==> config.mk <==
export PLATFORM = sky130hd
export DESIGN_NAME = ac97_dma_sched
export DESIGN_NICKNAME = d
export VERILOG_FILES = /design/src/rtl/ac97_dma_sched.sv
export SDC_FILE = /design/constraint.sdc
export NUM_CORES = 1
export LEC_CHECK = 0
export ABC_CLOCK_PERIOD_IN_PS = 4750
export CAP_MARGIN = 20
export CORE_ASPECT_RATIO = 1.75
export CORE_UTILIZATION = 50
export DETAILED_ROUTE_END_ITERATION = 16
export PLACE_DENSITY = 0.76
export SLEW_MARGIN = 5
export SYNTH_ARGS = -nofsm -noshare
export SYNTH_HDL_FRONTEND = slang
export SYNTH_SLANG_ARGS = --single-unit
==> constraint.sdc <==
create_clock -name sys_clk -period 4.75 [get_ports sys_clk]
set_input_delay 0.95 -clock sys_clk [delete_from_list [all_inputs] [get_ports sys_clk]]
set_output_delay 0.95 -clock sys_clk [all_outputs]
set_load 0.01 [all_outputs]
==> src/rtl/ac97_dma_sched.sv <==
// AC97 DMA scheduler: arbitrates one Wishbone master between playback reads and record writes,
// with an 8-word sample FIFO per direction. Define AC97_DMA_XRUN_EN for sticky under/overrun flags.
module ac97_dma_sched #(
  parameter int FIFO_AW = 3
) (
  input  logic        sys_clk,
  input  logic        sys_rst_n,
  input  logic        dmar_en,
  input  logic [29:0] dmar_addr,
  input  logic [15:0] dmar_remaining,
  output logic        dmar_next,
  input  logic        dmaw_en,
  input  logic [29:0] dmaw_addr,
  input  logic [15:0] dmaw_remaining,
  output logic        dmaw_next,
  output logic [31:0] wbm_adr_o,
  output logic [31:0] wbm_dat_o,
  input  logic [31:0] wbm_dat_i,
  output logic [3:0]  wbm_sel_o,
  output logic        wbm_we_o,
  output logic        wbm_cyc_o,
  output logic        wbm_stb_o,
  input  logic        wbm_ack_i,
  input  logic        down_pop,
  output logic [31:0] down_sample,
  output logic        down_valid,
  input  logic        up_push,
  input  logic [31:0] up_sample,
  input  logic        xrun_clr,
  output logic        down_underrun,
  output logic        up_overrun
);

  localparam int DEPTH = 1 << FIFO_AW;
  localparam logic [FIFO_AW:0] C_FULL = {1'b1, {FIFO_AW{1'b0}}};

  typedef enum logic [1:0] {S_IDLE, S_READ, S_WRITE} state_t;

  state_t             r_state;
  state_t             w_nextState;
  logic               r_cyc;
  logic               r_we;
  logic [31:0]        r_adr;
  logic               r_lastWr;
  logic               r_dmarNext;
  logic               r_dmawNext;

  logic [31:0]        r_pbMem [DEPTH];
  logic [FIFO_AW:0]   r_pbWptr;
  logic [FIFO_AW:0]   r_pbRptr;
  logic [31:0]        r_recMem [DEPTH];
  logic [FIFO_AW:0]   r_recWptr;
  logic [FIFO_AW:0]   r_recRptr;

  logic [FIFO_AW:0]   w_pbLevel;
  logic [FIFO_AW:0]   w_recLevel;
  logic               w_pbEmpty;
  logic               w_recEmpty;
  logic               w_recFull;
  logic               w_rdReq;
  logic               w_wrReq;
  logic               w_grantRd;
  logic               w_grantWr;
  logic               w_ackRd;
  logic               w_ackWr;
  logic               w_pbPop;
  logic               w_recPush;
  logic [31:0]        w_pbHead;
  logic [31:0]        w_recHead;

  assign w_pbLevel  = r_pbWptr - r_pbRptr;
  assign w_recLevel = r_recWptr - r_recRptr;
  assign w_pbEmpty  = (r_pbWptr == r_pbRptr);
  assign w_recEmpty = (r_recWptr == r_recRptr);
  assign w_recFull  = (w_recLevel == C_FULL);

  assign w_rdReq = dmar_en & (dmar_remaining != '0) & (w_pbLevel != C_FULL);
  assign w_wrReq = dmaw_en & (dmaw_remaining != '0) & ~w_recEmpty;

  // A next pulse blocks granting so the control interface can advance address/count first.
  always_comb begin
    w_nextState = r_state;
    w_grantRd   = 1'b0;
    w_grantWr   = 1'b0;
    w_ackRd     = 1'b0;
    w_ackWr     = 1'b0;
    case (r_state)
      S_IDLE: begin
        if (!(r_dmarNext | r_dmawNext)) begin
          if (w_rdReq && (!w_wrReq || r_lastWr)) begin
            w_grantRd   = 1'b1;
            w_nextState = S_READ;
          end else if (w_wrReq) begin
            w_grantWr   = 1'b1;
            w_nextState = S_WRITE;
          end
        end
      end
      S_READ: begin
        if (wbm_ack_i) begin
          w_ackRd     = 1'b1;
          w_nextState = S_IDLE;
        end
      end
      S_WRITE: begin
        if (wbm_ack_i) begin
          w_ackWr     = 1'b1;
          w_nextState = S_IDLE;
        end
      end
      default: w_nextState = S_IDLE;
    endcase
  end

  always_ff @(posedge sys_clk or negedge sys_rst_n) begin
    if (!sys_rst_n) begin
      r_state    <= S_IDLE;
      r_cyc      <= 1'b0;
      r_we       <= 1'b0;
      r_adr      <= '0;
      r_lastWr   <= 1'b1;
      r_dmarNext <= 1'b0;
      r_dmawNext <= 1'b0;
    end else begin
      r_state    <= w_nextState;
      r_dmarNext <= w_ackRd;
      r_dmawNext <= w_ackWr;
      if (w_grantRd) begin
        r_cyc    <= 1'b1;
        r_we     <= 1'b0;
        r_adr    <= {dmar_addr, 2'b00};
        r_lastWr <= 1'b0;
      end else if (w_grantWr) begin
        r_cyc    <= 1'b1;
        r_we     <= 1'b1;
        r_adr    <= {dmaw_addr, 2'b00};
        r_lastWr <= 1'b1;
      end else if (w_ackRd || w_ackWr) begin
        r_cyc <= 1'b0;
        r_we  <= 1'b0;
      end
    end
  end

  assign w_pbPop   = down_pop & ~w_pbEmpty;
  assign w_recPush = up_push & ~w_recFull;

  always_ff @(posedge sys_clk or negedge sys_rst_n) begin
    if (!sys_rst_n) begin
      r_pbWptr  <= '0;
      r_pbRptr  <= '0;
      r_recWptr <= '0;
      r_recRptr <= '0;
    end else begin
      if (w_ackRd)   r_pbWptr  <= r_pbWptr + 1'b1;
      if (w_pbPop)   r_pbRptr  <= r_pbRptr + 1'b1;
      if (w_recPush) r_recWptr <= r_recWptr + 1'b1;
      if (w_ackWr)   r_recRptr <= r_recRptr + 1'b1;
    end
  end

  // Storage is not reset; heads are masked to zero whenever their FIFO is empty or idle.
  always_ff @(posedge sys_clk) begin
    if (w_ackRd)   r_pbMem[r_pbWptr[FIFO_AW-1:0]]   <= wbm_dat_i;
    if (w_recPush) r_recMem[r_recWptr[FIFO_AW-1:0]] <= up_sample;
  end

  assign w_pbHead  = r_pbMem[r_pbRptr[FIFO_AW-1:0]];
  assign w_recHead = r_recMem[r_recRptr[FIFO_AW-1:0]];

  assign down_valid  = ~w_pbEmpty;
  assign down_sample = w_pbEmpty ? 32'd0 : w_pbHead;

  assign wbm_adr_o = r_adr;
  assign wbm_dat_o = (r_state == S_WRITE) ? w_recHead : 32'd0;
  assign wbm_sel_o = 4'hf;
  assign wbm_we_o  = r_we;
  assign wbm_cyc_o = r_cyc;
  assign wbm_stb_o = r_cyc;
  assign dmar_next = r_dmarNext;
  assign dmaw_next = r_dmawNext;

`ifdef AC97_DMA_XRUN_EN
  logic r_underrun;
  logic r_overrun;

  // Setting wins over clearing so an xrun in the clear cycle is never lost.
  always_ff @(posedge sys_clk or negedge sys_rst_n) begin
    if (!sys_rst_n) begin
      r_underrun <= 1'b0;
      r_overrun  <= 1'b0;
    end else begin
      if (down_pop && w_pbEmpty) r_underrun <= 1'b1;
      else if (xrun_clr)         r_underrun <= 1'b0;
      if (up_push && w_recFull)  r_overrun  <= 1'b1;
      else if (xrun_clr)         r_overrun  <= 1'b0;
    end
  end

  assign down_underrun = r_underrun;
  assign up_overrun    = r_overrun;
`else
  logic w_unusedXrunClr;
  assign w_unusedXrunClr = xrun_clr;
  assign down_underrun   = 1'b0;
  assign up_overrun      = 1'b0;
`endif

endmodule
# After elaboration in Yosys (flattened, before gate mapping)
# Memory sizes are Yosys's and may differ from the RTL's.
# Index checks and enable logic that the tools add are counted.
# op_classes
n_mux,29
bitwise,10
n_addsub,6
n_eq_ne,9
n_reduce_logical,11
# ops
op,n
32-bit two-way mux,4
16-bit nonzero test,2
1-bit two-way mux,20
4-bit by 1-bit adder with 4-bit output (second input constant),4
4-bit equality test,2
2-bit two-way mux,4
4-bit subtractor,2
1-bit AND,6
4-bit equality test (second input constant),1
4-bit inequality test (second input constant),1
2-bit case mux with 2 select lines,1
3-bit inequality test (second input constant),1
1-bit inverter,3
3-bit AND reduction,1
3-bit nonzero test,1
2-bit by 1-bit equality test with 1-bit output (second input constant),1
2-bit equality test (second input constant),1
2-bit logical NOT,1
1-bit logical OR,2
2-bit by 1-bit inequality test with 1-bit output (second input constant),1
2-bit inequality test (second input constant),1
2-bit nonzero test,1
2-bit OR reduction,1
1-bit logical AND,1
2 further kinds,2
# word_totals
in_bits,164
regBits,55
n_memories,2
ramBits,512
# mem_list
name,depth,width,rd,rd_ports_with_merged_regs,write_ports,line,source
r_pbMem,8,32,1,0,1,48,logic [31:0] r_pbMem [DEPTH];
r_recMem,8,32,1,0,1,51,logic [31:0] r_recMem [DEPTH];

# Depth between registers and ports, before layout
# depth
depth_word,11
ltp_mapped,12
ltp_nobuf,9

# Worst setup path after synthesis
# No wires, ideal clock.
# synth_timing
path_kind,flip-flop to flip-flop
startpoint,reg r_recRptr[1]
endpoint,"mem r_recMem[2][0], enable pin"
t_required_ns,4.282
setup_slack_ns,-0.490
arrival_ns,4.772
setup_ns,0.468
stages_incl_launch_ff,11
cell_sequence,dfrtp_1 > clkbuf_1 > clkbuf_1 > inv_1 > ha_1 > nor2b_1 > o211ai_1 > o41ai_1 > a31oi_1 > nand2b_1 > nor3b_1
# synth_via
elab_chain_len,6
# synth_lines
element,line,source
start: declaration,53,logic [FIFO_AW:0] r_recRptr;
start signal: assignment,158,if (w_ackWr) r_recRptr <= r_recRptr + 1'b1;
4-bit subtractor,72,assign w_recLevel = r_recWptr - r_recRptr;
4-bit equality test,75,assign w_recFull = (w_recLevel == C_FULL);
1-bit inverter,146,assign w_recPush = up_push & ~w_recFull;
1-bit AND,146,
1-bit two-way mux,165,if (w_recPush) r_recMem[r_recWptr[FIFO_AW-1:0]] <= up_sample;
1-bit two-way mux (not written as such),165,
end: declaration,51,
# No other way between the ends.

# Worst setup path in the final report
# layout_timing
startpoint,reg r_pbRptr[0]
endpoint,out down_sample[27]
# layout_via
elab_chain_len,2
word_cells_on_any_way,3
cone_classes,1 x eq/ne; 1 x mux; 1 x memory
# layout_lines
element,line,source
start: declaration,50,logic [FIFO_AW:0] r_pbRptr;
start signal: assignment,156,if (w_pbPop) r_pbRptr <= r_pbRptr + 1'b1;
memory 8 x 32 bit or 4-bit equality test (tied branches),-,
32-bit two-way mux (*),172,assign down_sample = w_pbEmpty ? 32'd0 : w_pbHead;
end: declaration,25,"output logic [31:0] down_sample,"
# Every way passes the cells marked *; elsewhere a longest branch is shown, timed or not.

==> impl_metrics.ini <==
[global_route]
antenna_found_initial = 1
grt_use_total_pct = 21.58
overflow = 0
grt_pass1_wl_um = 73930
grt_max_degree = 67
grt_pass1_vias = 12449

[place]
placed_area_um2 = 26010
placed_cells = 1951
portBuffers = 262
dp_hpwl_um = 29510
gp_congestion = 0.8889

[cells_and_area]
layout_commonest_cell = edfxtp_1
fin_nets = 1606
post-route-util_pct = 62.18
final_area_um2 = 27620
area_growth_pct = 22.26
final_cell_mix = edfxtp_1 (512), clkdlybuf4s50_1 (261), nand2_1 (145), mux4_2 (128), mux2_4 (54)
drive_above_1_share_pct = 21.95
fin_cells = 2041
fill_cells = 3094

[sta]
fin_skew_ps = 22.68
finalMaxSlewViolations = 0
rsz0062_at_grt = no
max_freq_mhz = 240.6
setup_viol = 0
slew_headroom_pct = 38.82
tns_ps = 0
finalHoldViolCount = 0
tightest_slew_ps = 917.7
period_needed_ps = 4156
fin_crit_sh_pct = 87.50

[synth]
syn_area_per_cell_um2 = 19.74
synth_top_area_share_pct = 68.07
synth_area_um2 = 22590
synth_flop_cell = edfxtp_1
ys_ff_latch = 565
ys_types = 49
synth_edf_count = 512
async_flop_share_pct = 9.381
synth-warning-count = 0
synth_area_leaders = edfxtp_1 (68%), mux4_2 (13%), dfrtp_1 (5.8%)
synthCells = 1144
yosysTopAreaCell = edfxtp_1
yosysSeqAreaShare_pct = 73.94

[min_path]
hp-class = in -> async

[critical_path]
rrSetupSlack_ps = 1200
end_kind = output port
ff2ff_path_depth = 8
r2r_start = r_recRptr[0]$_DFFE_PN0P_
r2r_end = r_recMem[6][22]$_DFFE_PP_
crit_path_start = r_pbRptr[0]$_DFFE_PN0P_
required_ps = 3800
crit_end = down_sample[27]
critical_path_arrival_ps = 3210
start_kind = flop
worst-path-max-fanout = 33
critPathKind = reg -> out

[floorplanning]
fp.dieW_um = 162.7
num_rows = 102
core_um2 = 44410
die_h_um = 283.2
ioPinCount = 272
initial_core_util_pct = 50.86
dieArea_um2 = 46060

[clock_tree]
clk_pin_slew_ps = 70
cts_buffer_depth = 3
hold_buffers = 0
clock-sinks = 565
cts-root-buf = clkbuf_16
post_cts_buffers = 0
insertion_delay_ps = 570
cts_tree = built
htree_levels = 2
cts_resized = 0
numCtsBuffers = 48

[flow_run]
drv_cap = 0

[drt]
via_per_inst = 5.693
vias = 11619
drt_pre_antenna_iters = 5
wl_um = 48870
drc = 0
wl_per_cell_um = 23.94
drt_iter0_markers = 699
ant_nets = 0

[pwr]
power_w = 0.01626
irDropWorstVdd_v = 0.0004701
leakagePower_nw = 9.291
p_per_area_nw_per_um2 = 588.7

[status]
outcome = complete, no violations
final cells by class:
cell class | count | area, um^2 | area share [%]
antenna | 2 | 5.005 | 0.01812
timing repair buffer | 295 | 2915 | 10.56
tap | 572 | 715.7 | 2.592
clock buffer | 57 | 1235 | 4.472
clock inverter | 31 | 362.8 | 1.314
inverter | 14 | 52.55 | 0.1903
multi-input combinational | 505 | 5617 | 20.34
sequential | 565 | 16710 | 60.52
critical path, stage by stage (launching register included):
cell,delay [ps]
dfrtp_4,740
ha_1,330
nand2_1,130
nor2_1,50
and2_1,150
buf_4,270
a21oi_1,360
clkdlybuf4s50_1,610
state kept, by name (all words and copies together) (netlist names), 2 cells and up:
register	cells
r_recRptr	4
r_recMem	256
r_pbWptr	4
r_recWptr	4
r_state	2
r_pbRptr	4
wbm_adr_o	30
r_pbMem	256
through the flow:
step,hold slack (ps),worst slack (ps)
global placement,493.6,938.0
floorplan,476.0,-284.7
finish,246.5,593.9
CTS,222.4,511.4
global route,236.1,394.1
detailed placement,493.7,897.6
worst min path at each step:
stage	to	slack, ps
2_1_floorplan	r_state[1]$_DFFE_PN0P_	480
3_3_place_gp	wbm_adr_o[2]$_DFFE_PN0P_	490
3_5_place_dp	wbm_adr_o[26]$_DFFE_PN0P_	490
4_1_cts	wbm_adr_o[4]$_DFFE_PN0P_	220
5_1_grt	wbm_adr_o[4]$_DFFE_PN0P_	240
6_report	wbm_adr_o[4]$_DFFE_PN0P_	250
power breakdown:
group          switching [W]  leakage (nW)  internal, W
logic                0.00267          3.27      0.00299
clock network        0.00174         0.768      0.00226
registers           0.000477          5.26      0.00612
synthesized netlist by cell type (2+ instances only):
cell type,instances
edfxtp_1,512
mux4_2,128
buf_1,8
a31oi_1,2
clkbuf_1,28
o211a_1,2
dfrtp_1,52
conb_1,2
a211oi_1,2
ha_1,13
nand3_1,3
o21ai_0,2
xnor2_1,10
nor2_1,15
a21oi_1,32
buf_2,16
nand2b_1,5
nand2_1,145
nor4_1,10
mux2_4,54
inv_1,14
mux2_2,9
xor2_1,4
nand4_1,3
buf_4,10
buf_12,2
nor3_1,6
nor3b_1,2
a21boi_0,32
nor2b_1,2
logic make-up after synthesis:
logic type      synth area share [%]
compound gates                 2.476
xor+xnor                      0.6148
fa+ha+maj                     0.7201
buf+inv                        1.811
flops                          73.94
mux                            16.80
other cells                  0.03325
simple gates                   3.601
routing by layer:
layer  up-vias  global-route usage [%]  routed length (um)
li1       5093                       -                   -
met2       374                   39.89               26960
met3        89                   3.191                2542
met4         0                   6.682                1266
met1      6063                   25.53               18100
met5         -                       0                   0
Note: power is estimated with default switching activity, not from simulation.
